[config.mk]
export PLATFORM = sky130hd
export DESIGN_NAME = perceptron_host_flat
export DESIGN_NICKNAME = d
export VERILOG_FILES = /design/src/rtl/perceptron_host_pkg.sv /design/src/rtl/perceptron_host_if.sv /design/src/rtl/perceptron_host_sample_mem.sv /design/src/rtl/perceptron_host.sv /design/src/flat_wrapper.sv
export SDC_FILE = /design/constraint.sdc
export NUM_CORES = 1
export LEC_CHECK = 0
export CAP_MARGIN = 20
export CORE_MARGIN = 2
export CORE_UTILIZATION = 35
export CTS_CLUSTER_DIAMETER = 30
export DETAILED_ROUTE_END_ITERATION = 12
export SYNTH_ARGS = -nofsm -noshare
export SYNTH_HDL_FRONTEND = slang
export SYNTH_HIERARCHICAL = 1
export SYNTH_SLANG_ARGS = --single-unit
[constraint.sdc]
create_clock -name clk -period 3.46 [get_ports clk]
set_clock_uncertainty 0.15 [all_clocks]
set_input_delay 0.692 -clock clk [delete_from_list [all_inputs] [get_ports clk]]
set_output_delay 0.692 -clock clk [all_outputs]
set_load 0.01 [all_outputs]
[src/rtl/perceptron_host_pkg.sv]
// Shared definitions for the perceptron host sequencer.
//   host_state_t : host sequencer states
//   SEL_*        : p_sel_out encodings understood by the perceptron core
//   ONE          : 1.0 in Q3.3
//   is_watched() : states where the host waits on the core and can time out
package perceptron_host_pkg;

  typedef enum logic [3:0] {
    IDLE, LD_W0, LD_W1, LD_W2, LD_N, SX1, SX2, WAIT_DONE,
    RD_W0, RD_W1, RD_W2, FINISH, ERR
  } host_state_t;

  localparam logic [1:0] SEL_W0  = 2'd3;
  localparam logic [1:0] SEL_W1  = 2'd2;
  localparam logic [1:0] SEL_W2  = 2'd1;
  localparam logic [1:0] SEL_SUM = 2'd0;

  localparam logic [5:0] ONE = 6'b001000;

  function automatic logic is_watched(host_state_t s);
    return (s == LD_W0) || (s == LD_W1) || (s == LD_W2) || (s == LD_N) ||
           (s == SX1) || (s == WAIT_DONE);
  endfunction

endpackage

[src/rtl/perceptron_host_if.sv]
// Load/train bus between the host sequencer (master) and the perceptron
// core (slave).
//   master drives : p_go, p_update, p_correct, p_sel_out, p_in_val
//   slave drives  : p_done, p_class, p_sync, p_out_val
interface perceptron_host_if;
  import perceptron_host_pkg::*;

  logic       p_go;
  logic       p_update;
  logic       p_correct;
  logic [1:0] p_sel_out;
  logic [5:0] p_in_val;
  logic       p_done;
  logic       p_class;
  logic       p_sync;
  logic [5:0] p_out_val;

  modport master (
    output p_go, p_update, p_correct, p_sel_out, p_in_val,
    input  p_done, p_class, p_sync, p_out_val
  );

  modport slave (
    input  p_go, p_update, p_correct, p_sel_out, p_in_val,
    output p_done, p_class, p_sync, p_out_val
  );
endinterface

[src/rtl/perceptron_host_sample_mem.sv]
// Training sample table: MAX_SAMPLES entries of {x1, x2, label}.
// Synchronous write, combinational read, contents are not reset.
//   clk                          : clock
//   wr_en/wr_addr/wr_x1/wr_x2/wr_label : write port
//   rd_addr -> rd_x1/rd_x2/rd_label    : asynchronous read port
module perceptron_sample_mem #(
  parameter int MAX_SAMPLES = 8,
  localparam int AW = $clog2(MAX_SAMPLES)
) (
  input  logic          clk,
  input  logic          wr_en,
  input  logic [AW-1:0] wr_addr,
  input  logic [5:0]    wr_x1,
  input  logic [5:0]    wr_x2,
  input  logic          wr_label,
  input  logic [AW-1:0] rd_addr,
  output logic [5:0]    rd_x1,
  output logic [5:0]    rd_x2,
  output logic          rd_label
);
  logic [12:0] mem [MAX_SAMPLES];

  always_ff @(posedge clk) begin
    if (wr_en) mem[wr_addr] <= {wr_x1, wr_x2, wr_label};
  end

  assign {rd_x1, rd_x2, rd_label} = mem[rd_addr];
endmodule

[src/rtl/perceptron_host.sv]
// Initiator-side sequencer for the perceptron load/train interface: loads
// initial weights and learning rate, runs num_epochs passes over the local
// sample table counting misclassifications, then reads the weights back.
// Ports:
//   clk, reset_l (async, active-low)
//   start, w0_init/w1_init/w2_init/n_rate, num_samples, num_epochs : run control
//   wr_en/wr_addr/wr_x1/wr_x2/wr_label : sample table write (ignored while busy)
//   busy, run_done, err, epoch_errs, w0_out/w1_out/w2_out        : status/results
//   converged : only with PERCEPTRON_HOST_EARLY_STOP_EN (stop once an epoch is error-free)
//   p : perceptron_host_if.master bus to the core
module perceptron_host
  import perceptron_host_pkg::*;
#(
  parameter int MAX_SAMPLES = 8,
  parameter int EPOCH_W     = 4,
  parameter int TIMEOUT     = 64,
  localparam int AW = $clog2(MAX_SAMPLES),
  localparam int CW = AW + 1
) (
  input  logic               clk,
  input  logic               reset_l,
  input  logic               start,
  input  logic [5:0]         w0_init,
  input  logic [5:0]         w1_init,
  input  logic [5:0]         w2_init,
  input  logic [5:0]         n_rate,
  input  logic [CW-1:0]      num_samples,
  input  logic [EPOCH_W-1:0] num_epochs,
  input  logic               wr_en,
  input  logic [AW-1:0]      wr_addr,
  input  logic [5:0]         wr_x1,
  input  logic [5:0]         wr_x2,
  input  logic               wr_label,
  output logic               busy,
  output logic               run_done,
  output logic               err,
  output logic [CW-1:0]      epoch_errs,
  output logic [5:0]         w0_out,
  output logic [5:0]         w1_out,
  output logic [5:0]         w2_out,
`ifdef PERCEPTRON_HOST_EARLY_STOP_EN
  output logic               converged,
`endif
  perceptron_host_if.master  p
);
  localparam int WW = (TIMEOUT > 1) ? $clog2(TIMEOUT) : 1;

  host_state_t        state_reg, state_next;
  logic               loaded_reg, loaded_next;
  logic [AW-1:0]      idx_reg, idx_next;
  logic [EPOCH_W-1:0] epoch_reg, epoch_next;
  logic [CW-1:0]      run_errs_reg, run_errs_next;
  logic [CW-1:0]      epoch_errs_reg, epoch_errs_next;
  logic [5:0]         w0_reg, w0_next, w1_reg, w1_next, w2_reg, w2_next;
  logic               err_reg, err_next;
  logic               conv_reg, conv_next;
  logic [WW-1:0]      wd_reg;

  logic [5:0]    rd_x1, rd_x2;
  logic          rd_label;
  logic [CW-1:0] errs_now;
  logic          zero_work, last_sample, last_epoch;

  perceptron_sample_mem #(.MAX_SAMPLES(MAX_SAMPLES)) u_mem (
    .clk      (clk),
    .wr_en    (wr_en && !busy),
    .wr_addr  (wr_addr),
    .wr_x1    (wr_x1),
    .wr_x2    (wr_x2),
    .wr_label (wr_label),
    .rd_addr  (idx_reg),
    .rd_x1    (rd_x1),
    .rd_x2    (rd_x2),
    .rd_label (rd_label)
  );

  assign zero_work   = (num_samples == '0) || (num_epochs == '0);
  assign last_sample = ({1'b0, idx_reg} + CW'(1)) == num_samples;
  assign last_epoch  = (epoch_reg + EPOCH_W'(1)) == num_epochs;

  always_comb begin
    state_next      = state_reg;
    loaded_next     = loaded_reg;
    idx_next        = idx_reg;
    epoch_next      = epoch_reg;
    run_errs_next   = run_errs_reg;
    epoch_errs_next = epoch_errs_reg;
    w0_next         = w0_reg;
    w1_next         = w1_reg;
    w2_next         = w2_reg;
    err_next        = err_reg;
    conv_next       = conv_reg;
    errs_now        = run_errs_reg + CW'(p.p_class != rd_label);
    p.p_go          = 1'b0;
    p.p_update      = 1'b0;
    p.p_correct     = 1'b0;
    p.p_sel_out     = SEL_W0;
    p.p_in_val      = '0;
    run_done        = 1'b0;

    case (state_reg)
      IDLE: if (start) begin
        idx_next        = '0;
        epoch_next      = '0;
        run_errs_next   = '0;
        epoch_errs_next = '0;
        err_next        = 1'b0;
        conv_next       = 1'b0;
        // A loaded core keeps its weights; training resumes from them.
        if (!loaded_reg)    state_next = LD_W0;
        else if (zero_work) state_next = RD_W0;
        else                state_next = SX1;
      end
      LD_W0: begin
        p.p_go = 1'b1; p.p_in_val = w0_init;
        if (p.p_sync) state_next = LD_W1;
      end
      LD_W1: begin
        p.p_go = 1'b1; p.p_in_val = w1_init;
        if (p.p_sync) state_next = LD_W2;
      end
      LD_W2: begin
        p.p_go = 1'b1; p.p_in_val = w2_init;
        if (p.p_sync) state_next = LD_N;
      end
      LD_N: begin
        p.p_go = 1'b1; p.p_in_val = n_rate;
        if (p.p_sync) begin
          loaded_next = 1'b1;
          state_next  = zero_work ? RD_W0 : SX1;
        end
      end
      SX1: begin
        p.p_go = 1'b1; p.p_in_val = rd_x1;
        if (p.p_sync) state_next = SX2;
      end
      // The core takes x2 on the cycle after x1 without a sync.
      SX2: begin
        p.p_go = 1'b1; p.p_in_val = rd_x2;
        p.p_update = 1'b1; p.p_correct = rd_label;
        state_next = WAIT_DONE;
      end
      WAIT_DONE: begin
        p.p_update = 1'b1; p.p_correct = rd_label;
        if (p.p_done) begin
          if (last_sample) begin
            idx_next        = '0;
            run_errs_next   = '0;
            epoch_errs_next = errs_now;
            epoch_next      = epoch_reg + EPOCH_W'(1);
            state_next      = last_epoch ? RD_W0 : SX1;
`ifdef PERCEPTRON_HOST_EARLY_STOP_EN
            if (errs_now == '0) begin
              conv_next  = 1'b1;
              state_next = RD_W0;
            end
`endif
          end else begin
            idx_next      = idx_reg + AW'(1);
            run_errs_next = errs_now;
            state_next    = SX1;
          end
        end
      end
      RD_W0: begin
        p.p_sel_out = SEL_W0; w0_next = p.p_out_val; state_next = RD_W1;
      end
      RD_W1: begin
        p.p_sel_out = SEL_W1; w1_next = p.p_out_val; state_next = RD_W2;
      end
      RD_W2: begin
        p.p_sel_out = SEL_W2; w2_next = p.p_out_val; state_next = FINISH;
      end
      FINISH: begin
        run_done   = 1'b1;
        state_next = IDLE;
      end
      ERR:     p.p_sel_out = SEL_SUM;
      default: state_next  = IDLE;
    endcase

    // Watchdog: a wait state that has made no progress for TIMEOUT cycles.
    if (is_watched(state_reg) && (state_next == state_reg) &&
        (wd_reg == WW'(TIMEOUT - 1))) begin
      state_next = ERR;
      err_next   = 1'b1;
    end
  end

  always_ff @(posedge clk or negedge reset_l) begin
    if (!reset_l) begin
      state_reg      <= IDLE;
      loaded_reg     <= 1'b0;
      idx_reg        <= '0;
      epoch_reg      <= '0;
      run_errs_reg   <= '0;
      epoch_errs_reg <= '0;
      w0_reg         <= '0;
      w1_reg         <= '0;
      w2_reg         <= '0;
      err_reg        <= 1'b0;
      conv_reg       <= 1'b0;
      wd_reg         <= '0;
    end else begin
      state_reg      <= state_next;
      loaded_reg     <= loaded_next;
      idx_reg        <= idx_next;
      epoch_reg      <= epoch_next;
      run_errs_reg   <= run_errs_next;
      epoch_errs_reg <= epoch_errs_next;
      w0_reg         <= w0_next;
      w1_reg         <= w1_next;
      w2_reg         <= w2_next;
      err_reg        <= err_next;
      conv_reg       <= conv_next;
      wd_reg         <= (state_next != state_reg) ? '0 : wd_reg + WW'(1);
    end
  end

  assign busy       = (state_reg != IDLE) && (state_reg != ERR);
  assign err        = err_reg;
  assign epoch_errs = epoch_errs_reg;
  assign w0_out     = w0_reg;
  assign w1_out     = w1_reg;
  assign w2_out     = w2_reg;
`ifdef PERCEPTRON_HOST_EARLY_STOP_EN
  assign converged  = conv_reg;
`else
  logic unused_conv;
  assign unused_conv = conv_reg;
`endif
endmodule

[src/flat_wrapper.sv]
// flat-port wrapper written by rule: the top's interface ports become plain ports
module perceptron_host_flat import perceptron_host_pkg::*;
#(
  parameter int MAX_SAMPLES = 8,
  parameter int EPOCH_W     = 4,
  parameter int TIMEOUT     = 64,
  localparam int AW = $clog2(MAX_SAMPLES),
  localparam int CW = AW + 1
)
  (clk, reset_l, start, w0_init, w1_init, w2_init, n_rate, num_samples, num_epochs, wr_en, wr_addr, wr_x1, wr_x2, wr_label, busy, run_done, err, epoch_errs, w0_out, w1_out, w2_out, p_p_go, p_p_update, p_p_correct, p_p_sel_out, p_p_in_val, p_p_done, p_p_class, p_p_sync, p_p_out_val);
  perceptron_host_if p_i ();
  input  logic clk;
  input  logic reset_l;
  input  logic start;
  input  logic [5:0] w0_init;
  input  logic [5:0] w1_init;
  input  logic [5:0] w2_init;
  input  logic [5:0] n_rate;
  input  logic [CW-1:0] num_samples;
  input  logic [EPOCH_W-1:0] num_epochs;
  input  logic wr_en;
  input  logic [AW-1:0] wr_addr;
  input  logic [5:0] wr_x1;
  input  logic [5:0] wr_x2;
  input  logic wr_label;
  output logic busy;
  output logic run_done;
  output logic err;
  output logic [CW-1:0] epoch_errs;
  output logic [5:0] w0_out;
  output logic [5:0] w1_out;
  output logic [5:0] w2_out;
  output wire logic [$bits(p_i.p_go)-1:0] p_p_go;
  output wire logic [$bits(p_i.p_update)-1:0] p_p_update;
  output wire logic [$bits(p_i.p_correct)-1:0] p_p_correct;
  output wire logic [$bits(p_i.p_sel_out)-1:0] p_p_sel_out;
  output wire logic [$bits(p_i.p_in_val)-1:0] p_p_in_val;
  input wire logic [$bits(p_i.p_done)-1:0] p_p_done;
  input wire logic [$bits(p_i.p_class)-1:0] p_p_class;
  input wire logic [$bits(p_i.p_sync)-1:0] p_p_sync;
  input wire logic [$bits(p_i.p_out_val)-1:0] p_p_out_val;
  assign p_p_go = p_i.p_go;
  assign p_p_update = p_i.p_update;
  assign p_p_correct = p_i.p_correct;
  assign p_p_sel_out = p_i.p_sel_out;
  assign p_p_in_val = p_i.p_in_val;
  assign p_i.p_done = p_p_done;
  assign p_i.p_class = p_p_class;
  assign p_i.p_sync = p_p_sync;
  assign p_i.p_out_val = p_p_out_val;
  perceptron_host #(.MAX_SAMPLES(MAX_SAMPLES), .EPOCH_W(EPOCH_W), .TIMEOUT(TIMEOUT)) u_core (.clk(clk), .reset_l(reset_l), .start(start), .w0_init(w0_init), .w1_init(w1_init), .w2_init(w2_init), .n_rate(n_rate), .num_samples(num_samples), .num_epochs(num_epochs), .wr_en(wr_en), .wr_addr(wr_addr), .wr_x1(wr_x1), .wr_x2(wr_x2), .wr_label(wr_label), .busy(busy), .run_done(run_done), .err(err), .epoch_errs(epoch_errs), .w0_out(w0_out), .w1_out(w1_out), .w2_out(w2_out), .p(p_i));
endmodule
==> results.md <==
- Met3 global-route usage: 0.0341
- Adder-Cell Fraction of Synth Area: 0.00907
- Initial antenna violation count: 0
- Max reg flops: ~100
- Clock Latency Late Sink: slightly above 0.4 ns
- Clock root cell: clkbuf_16
- Period utilization: 0.991
- First-pass DRT Iterations: 4
- Max clock buf depth: 2
- Site Rows: about 50
- Period minus WS final: 3.43 ns
- Cells after synthesis: 449
- Vias in the first global route: 4403
- Worst IR drop on VDD: a little over 0.0003 V
- Placed insts: approximately 800
- Ys Warns: 6
- Detail Route Antenna Nets: 0
- Met2 Track Usage GR: 0.260
- DRC Markers: 0
- Post-Syn Nets: 515
- PD cells: approximately 700 nW/um^2
- Hold path start: u_core/wd_reg[0]
- Final nets: 638
- Mapped cell area: 6900 sq um
- # fillers: roughly 1700
- Cell with the most instances after synthesis: edfxtp_1
- Die Height: 144 um
- Vias: 4336
- Prevailing post-synth register cell: edfxtp_1
- Reg2reg end: u_core/epoch_errs[2]
- Largest net degree at the start of global routing: between 40 and 50
- Gr ovfl total: 0
- Maximum clock frequency: ~300 MHz
- Clk slew on worst S/H paths: roughly 0.060 ns
- Count of cell types in the netlist: 68
- Critical path required time: roughly 2.6 ns
- Core area: around 19000 sq um
- Largest reg by FF count: u_core/u_mem/mem
- Unrepaired setup endpoints after global routing: true
- Worst reg2reg path depth: 8
- Outcome: finished, final reports clean
- Simple-Gate Fraction of Synth Area: 0.0896
- Post-placement setup slack: between 0.009 and 0.01 ns
- Final Hold Viols: 0
- Post-Route WL: 15800 um
- CTS H-tree depth: 4
- Port bufs: 96
- Worst setup margin: 0.0323 ns
- Async SR Flop Fraction: 0.302
- Top post-synthesis cells by area: edfxtp_1 (45%), dfrtp_1 (16%), mux4_1 (9.1%), mux2_2 (5.5%), nor2_1 (1.5%)
- Synth Area in Compound Gates: 0.0796
- Initial core utilization: 0.356
- First-pass GRT wire length: around 24000 um
- Post-synthesis xor/xnor area fraction: 0.0203
- CP Data Arrival Time: between 2 and 3 ns
- Synth-to-layout area growth: 30.3%
- Top-area cell type share of the netlist area: 0.453
- Crit start category: flop
- Share of cells above drive strength 1: 0.215
- List of most frequent post-synthesis cells: edfxtp_1 (104), dfrtp_1 (45), mux2_2 (34)
- DR vias/cell: roughly 5
- Worst Hold Class: flop to flop
- CP max FO: 5
- Setup slack, reg-to-reg: between 0.6 and 0.7 ns
- Hold Crit Depth: 1
- Final setup viols: 0
- DR iter-0 viols: between 200 and 300
- CP endpoint kind: output pin
- GPL Wtd Cong: around 0.84
- Worst-margin pin slew: ~0.57 ns
- CTS tree: built
- Total track usage: 0.156
- Final cell count without fillers: 850
- Max-cap viol count: 0
- Final Max Tran Viols: 0
- R2R Path Start: u_core/idx_reg[0]
- Final HPWL DP: ~11000 um
- Pleak: ~3.3 nW
- Met1 Track Usage GR: 0.201
- Slew margin rel.: 0.619
- # IOs: 97
- Antenna diode instance count: 0
- Number of buffers created by CTS: 17
- CP Class: flop to output pin
- Most used routing layer: met2
- Hold EP: u_core/wd_reg[0]
- Largest family of logic cells by synthesized area: multiplexers
- Area leader, netlist: edfxtp_1
- Post-synthesis mux area share: 0.166
- Number of enable flip-flop cells after synthesis: about 100
- CTS sink cnt: ~150
- Seq/Total Area, Yosys: 0.616
- Die Wd: around 140 um
- Die ar.: about 21000 sq um
- FF+latch count, synth: between 100 and 150
- WL per Instance: ~19 um
- Syn_area_per_cell: around 15 sq um
==> worst max-delay path by stage <==
stage                            startpoint            end  slack (ns)  depth (start not counted)
after floorplan           u_core/idx_reg[0]  p_p_in_val[2]        0.49                          7
after global placement    u_core/idx_reg[0]  p_p_in_val[2]        0.05                          7
after detailed placement  u_core/idx_reg[0]  p_p_in_val[3]       0.009                          7
after CTS                 u_core/idx_reg[0]  p_p_in_val[0]       -0.02                          8
after global routing      u_core/idx_reg[0]  p_p_in_val[3]       -0.09                          7
final                     u_core/idx_reg[0]  p_p_in_val[2]        0.03                          7
==> kinds of logic (layout without fill, tap and decap cells) <==
family          after synthesis  in the layout
compound gates               74             74
xor+xnor                     16             16
fa+ha+maj                     5              5
buf+inv                      25            161
flops                       149            149
mux                          68             68
simple gates                112            112
==> critical path, cell delays in order (launching register included) <==
cell,delay [ns]
dfrtp_2,0.40
buf_6,0.14
mux4_1,0.54
mux2_2,0.30
mux2_2,0.27
a221oi_1,0.26
a211oi_1,0.09
buf_2,0.17
==> power by group <==
group	internal [W]	leakage, nW	switching, W
Clock	0.00121	0.300	0.000716
Sequential	0.00210	1.53	0.000203
Combinational	0.00117	1.49	0.00106
Total	0.00447	3.32	0.00198
==> through the flow <==
step	util	TNS [ns]	area [sq um]	hold WS, ns	power, W
after floorplan	-	0	6900	0.246	0.00365
after global placement	0.427	0	8270	0.313	0.00446
after detailed placement	0.427	0	8270	0.324	0.00450
after CTS	0.463	-0.0297	8980	0.318	0.00652
after global routing	0.464	-0.269	8990	0.359	0.00681
final	0.464	0	8990	0.331	0.00645
==> routing by layer <==
metal,wire length [um],up-vias,share of wire
met2,8010,111,0.51
met5,0,-,0
met3,799,12,0.050
li1,-,2039,-
met4,143,0,0.0090
met1,6870,2174,0.43
==> layout by cell type (no fill, tap or decap), drive strengths merged, types with 9 or more instances in the layout <==
master and n:
a21oi 9, buf 33, clkbuf 20, clkdlybuf4s50 88, dfrtp 45, edfxtp 104, mux2 35, mux4 26
nand2 19, nand3 9, nor2 28, nor2b 13, nor3 11, o21ai 16
==> repair_timing <==
action	CTS	global route
setup buffers	4	0
hold buffers	0	1
gates resized for setup	33	10
pin swaps	2	2
endpoints found under the hold margin	0	8
gates cloned	0	0
endpoints found under the setup margin	6	9
==> layout make-up <==
cell class	count	area (sq um)	area share
repair buffers	126	1190	0.133
inverters	3	11.3	0.00125
clock buffers	17	425	0.0473
flip-flops and latches	149	4250	0.473
multi-input cells	275	2580	0.287
clock inverters	15	200	0.0223
well taps	265	332	0.0369
Note: power is estimated with default switching activity, not from simulation.
==> RTL edit 1: new RTL, same settings <==
Reset style: synchronous (`reset_l`), changed in one clocked block. Comments in the files are not updated.
--- a/src/rtl/perceptron_host.sv
+++ b/src/rtl/perceptron_host.sv
@@ -187,7 +187,7 @@
     end
   end
 
-  always_ff @(posedge clk or negedge reset_l) begin
+  always_ff @(posedge clk) begin
     if (!reset_l) begin
       state_reg      <= IDLE;
       loaded_reg     <= 1'b0;
Check against the original RTL: differs if reset_l is asserted again (counterexample within 4 cycles, from zero or initial values and one cycle with reset_l low); with reset_l held inactive, the same outputs for 10 cycles.
==> RTL edit 1 against the original RTL <==
Wire length up 1.4%. Sequential cell count did not move. Worst setup slack better by 0.084 ns. Design area shrank 1.3%. First-iteration DRC count grew 12%. Synthesized area down 1.9%. Critical endpoint is now p_p_in_val[5].
Power is not compared: it rests on default switching activity, and its combinational part moved more than twofold at a synthesized area within 25%.
==> RTL edit 1: results (changes against the original RTL) <==
pin count of the biggest net entering global routing: 32 (was 46)
period utilisation layout: 96.6% (was 99.1%)
Max clock buf depth: 2 (unchanged)
r2r worst-path depth: 7 (was 8)
GPL Wtd Cong: 0.784 (was 0.842)
vias in the first global route: 4539 (was 4403)
Wirelength per Cell: 18.3 µm (was 18.6 µm)
Pre-antenna DRT Iters: 4 (unchanged)
Post-synth ARST share: 0% (was 30.2%)
Post-Layout Cell Count: 878 (was 850)
R2R setup slack: 0.45 ns (was 0.68 ns)
crit path from: u_core/idx_reg[0]$_SDFFE_PN0P_ (was u_core/idx_reg[0]$_DFFE_PN0P_)
initial core utilization: 35.9% (was 35.6%)
Seq/Total Area, Yosys: 59.5% (was 61.6%)
first-pass GRT wire length: 24.6 mm (was 24.2 mm)
Post-DP HPWL: 11.1 mm (was 11.2 mm)
CP Max Fanout: 12 (was 5)
worst hold start: u_core/err$_SDFFE_PN0P_ (was u_core/wd_reg[0]$_DFF_PN0_)
top cells by count, synth: edfxtp_1, nor2_1, dfxtp_1 (was edfxtp_1, dfrtp_1, mux2_2)
Nets: 671 (was 638)
global route overflow: 0 (unchanged)
Placed Area: 8150 µm² (was 8270 µm²)
Ant. Diodes: 0 (unchanged)
Cells after Synth: 482 (was 449)
DR vias/cell: 5.09 (was 5.10)
worst slew pin tran: 0.799 ns (was 0.571 ns)
Area contributors post-synth: edfxtp_1, dfxtp_1, mux4_1 (was edfxtp_1, dfrtp_1, mux4_1)
CTS Root Cell: clkbuf_16 (unchanged)
Synthesized Nets: 548 (was 515)
Reg2Reg Capture Point: u_core/state_reg[1]$_SDFF_PN0_ (was u_core/epoch_errs[2]$_DFFE_PN0P_)
Hold Path Stages: 2 (was 1)
total track usage: 15.9% (was 15.6%)
Crit path largest cell delay: 0.48 ns (was 0.54 ns)
VDD IR max: 376 µV
CP max-delay cell: mux4_2 (was mux4_1)
Setup crit end: p_p_in_val[5] (was p_p_in_val[2])
layout cells sized above 1: 18.9% (was 21.5%)
FF-to-FF Start: u_core/state_reg[1]$_SDFF_PN0_ (was u_core/idx_reg[0]$_DFFE_PN0P_)
clk_lat worst skew: 0.42 ns
initial antenna violation count: 0 (unchanged)
Yosys cell types: 57 (was 68)
status: completed (unchanged)
placed insts: 838 (was 813)
initial drt markers: 300 (was 269)
hold slack: 0.322 ns (was 0.331 ns)
Hold EP: u_core/err$_SDFFE_PN0P_ (was u_core/wd_reg[0]$_DFF_PN0_)
number of flops mapped to enable cells by yosys: 104 (unchanged)
pre-CTS setup slack: 0.0511 ns (was 0.00906 ns)
maxcap violations: 0 (unchanged)
[RTL edit 1: cell types whose count changed in the layout (fill, tap and decap cells not counted), sizes merged, moves of 9 or more]
cell / before / now
dfxtp: 0 / 45
nor2: 28 / 57
o21ai: 16 / 6
dfrtp: 45 / 0
a21oi: 9 / 18
mux2i: 7 / 29
mux2: 35 / 19
[RTL edit 1: critical path: cells and delay by family (launching register included)]
family	cells	cell delay, ns
flip-flops	1	0.36
buffers and inverters	3	0.44
AO/OA/AOI/OAI	2	0.29
AND/OR/NAND/NOR	1	0.06
multiplexers	3	0.93
[RTL edit 1: layout make-up]
class	count	area (µm²)
Inverter	4	15.0
Clock inverter	15	191
Fill cell	1624	9960
Tap cell	260	325
Timing Repair Buffer	130	1250
Clock buffer	17	425
Sequential cell	149	4030
Multi-Input combinational cell	303	2630
[RTL edit 1: timing repair]
| action | 4_1_cts | 5_1_grt |
|---|---|---|
| buffers inserted | 2 | 4 |
| gates cloned | 1 | 1 |
| setup endpoints to repair | 6 | 6 |
| gates resized for setup | 19 | 20 |
[RTL edit 1: cell families after synthesis]
| logic type | share of synthesized area, % |
|---|---|
| simple gates | 11.2 |
| mux | 17.8 |
| buf+inv | 2.22 |
| compound gates | 6.21 |
| xor+xnor | 2.20 |
| flops | 59.5 |
| fa+ha+maj | 0.925 |
[RTL edit 1: per-layer routing]
metal | global-route usage (%) | wire length [µm] | vias to the layer above
li1 | - | - | 2129
met1 | 20.6 | 7180 | 2196
met2 | 26.4 | 7870 | 125
met3 | 3.76 | 797 | 18
met4 | 5.16 | 199 | 0
met5 | 0 | 0 | -
[RTL edit 1: report_power, final]
group          switching, µW  internal, µW  total (µW)
registers               29.4          1950        1980
logic                    242           211         453
clock network            769          1100        1870
==> RTL edit 2: new RTL, config.mk and constraints unchanged <==
Without the edit above. `EPOCH_W` is set to 4 in 2 places; all go to 6.
--- a/src/rtl/perceptron_host.sv
+++ b/src/rtl/perceptron_host.sv
@@ -12,7 +12,7 @@
   import perceptron_host_pkg::*;
 #(
   parameter int MAX_SAMPLES = 8,
-  parameter int EPOCH_W     = 4,
+  parameter int EPOCH_W     = 6,
   parameter int TIMEOUT     = 64,
   localparam int AW = $clog2(MAX_SAMPLES),
   localparam int CW = AW + 1
--- a/src/flat_wrapper.sv
+++ b/src/flat_wrapper.sv
@@ -2,7 +2,7 @@
 module perceptron_host_flat import perceptron_host_pkg::*;
 #(
   parameter int MAX_SAMPLES = 8,
-  parameter int EPOCH_W     = 4,
+  parameter int EPOCH_W     = 6,
   parameter int TIMEOUT     = 64,
   localparam int AW = $clog2(MAX_SAMPLES),
   localparam int CW = AW + 1
Interface: changed (resized num_epochs); port bits go from 97 to 99. The function was not compared with the original's and may differ.
==> RTL edit 2 against the original RTL <==
First-iteration DRC count is 37% higher. Wire length is 7.8% higher. Worst setup slack worse by 0.016 ns. Final cell count is 5.1% higher. Synthesized area is 3.3% higher. Sequential cell count is 2 higher. Design area is 3.6% higher. Utilization hardly changed. Synthesized cell count is 6.7% higher. Critical endpoint is now p_p_in_val[5].
Power is not compared: it rests on default switching activity, and its combinational part moved more than twofold at a synthesized area within 25%.
==> RTL edit 2: results (changes against the original RTL) <==
total detailed-routing wirelength: 17.1 mm (was 15.8 mm)
vias in the first global route: 4826 (was 4403)
Yosys cell types: 62 (was 68)
Slew Limit Headroom: 59.2% (was 61.9%)
Synthesized Nets: 547 (was 515)
Seq/Total Area, Yosys: 60.3% (was 61.6%)
Most flops, register: u_core/u_mem/mem (unchanged)
first-pass GRT wire length: 26.3 mm (was 24.2 mm)
status: completed (unchanged)
yosys warns: 6 (unchanged)
Crit path largest cell delay: 0.48 ns (was 0.54 ns)
total track usage: 15.9% (was 15.6%)
WP data arrival: 2.60 ns (was 2.59 ns)
Adder-Cell Fraction of Synth Area: 0.878% (was 0.907%)
worst hold start: u_core/wd_reg[0]$_DFF_PN0_ (unchanged)
Post-synth ARST share: 31.1% (was 30.2%)
initial drt markers: 369 (was 269)
r2r worst-path depth: 10 (was 8)
Area contributors post-synth: edfxtp_1, dfrtp_1, mux4_1 (unchanged)
Hold Path Stages: 1 (unchanged)
global route overflow: 0 (unchanged)
PD cells: 434 nW/µm²
Setup crit end: p_p_in_val[5] (was p_p_in_val[2])
minimum clock period: 3.44 ns (was 3.43 ns)
PortBufs: 98 (was 96)
Post-DP HPWL: 11.5 mm (was 11.2 mm)
DR vias/cell: 5.24 (was 5.10)
Reg2Reg Capture Point: u_core/epoch_errs[3]$_DFFE_PN0P_ (was u_core/epoch_errs[2]$_DFFE_PN0P_)
post-CTS sizing: 34 (was 33)
Main synth FF type: edfxtp_1 (unchanged)
Vias: 4682 (was 4336)
Placed Area: 8520 µm² (was 8270 µm²)
layout cells sized above 1: 22.2% (was 21.5%)
Ant. Diodes: 0 (unchanged)
pin count of the biggest net entering global routing: 48 (was 46)
top cells by count, synth: edfxtp_1, dfrtp_1, mux2_2 (unchanged)
hold slack: 0.339 ns (was 0.331 ns)
CP Max Fanout: 6 (was 5)
GPL Wtd Cong: 0.898 (was 0.842)
placed insts: 850 (was 813)
CP max-delay cell: mux4_2 (was mux4_1)
CP top delay family: multiplexers (unchanged)
switching pwr: 872 µW
Synth Area in Compound Gates: 9.30% (was 7.96%)
Sequential Power Share: 49.2%
post-CTS setup buffer count: 4 (unchanged)
Cells after Synth: 479 (was 449)
pre-CTS setup slack: 0.0214 ns (was 0.00906 ns)
XOR/XNOR share of the synthesized area: 2.30% (was 2.03%)
Nets: 678 (was 638)
mux share of post-synthesis cell area: 16.2% (was 16.6%)
number of flip-flops in the largest register: 104 (unchanged)
## RTL edit 2: cell count changes after synthesis, sizes merged, moves of 4 or more
cell     delta
o21a        +4
a21oi       +7
a221oi      +4
a211oi      +4
nand3       +6
a2111oi     +4
a221o       -4
a21o        +6
a22o        +6
o32a        -4
## RTL edit 2: routing by layer
metal  part of all wire, %  GRT usage (%)
met3                   4.5           3.45
met2                    52           27.4
met5                     0              0
met4                   1.6           5.68
met1                    42           19.8
## RTL edit 2: worst reg2reg max path, delay by kind of cell, from the launching register on
kind          cells  cell delay (ns)
buf+inv           2             0.29
simple gates      2             0.17
mux               3             1.12
fa+ha+maj         1             0.20
xor+xnor          2             0.34
flops             1             0.40
## RTL edit 2: area by class of cell
type                       instances  area, µm²
clock inverter                    15        183
tap                              270        338
sequential                       151       4300
timing repair buffer             136       1320
inverter                           4       15.0
multi-input combinational        300       2730
clock buffer                      17        425
fill                            1744      10800
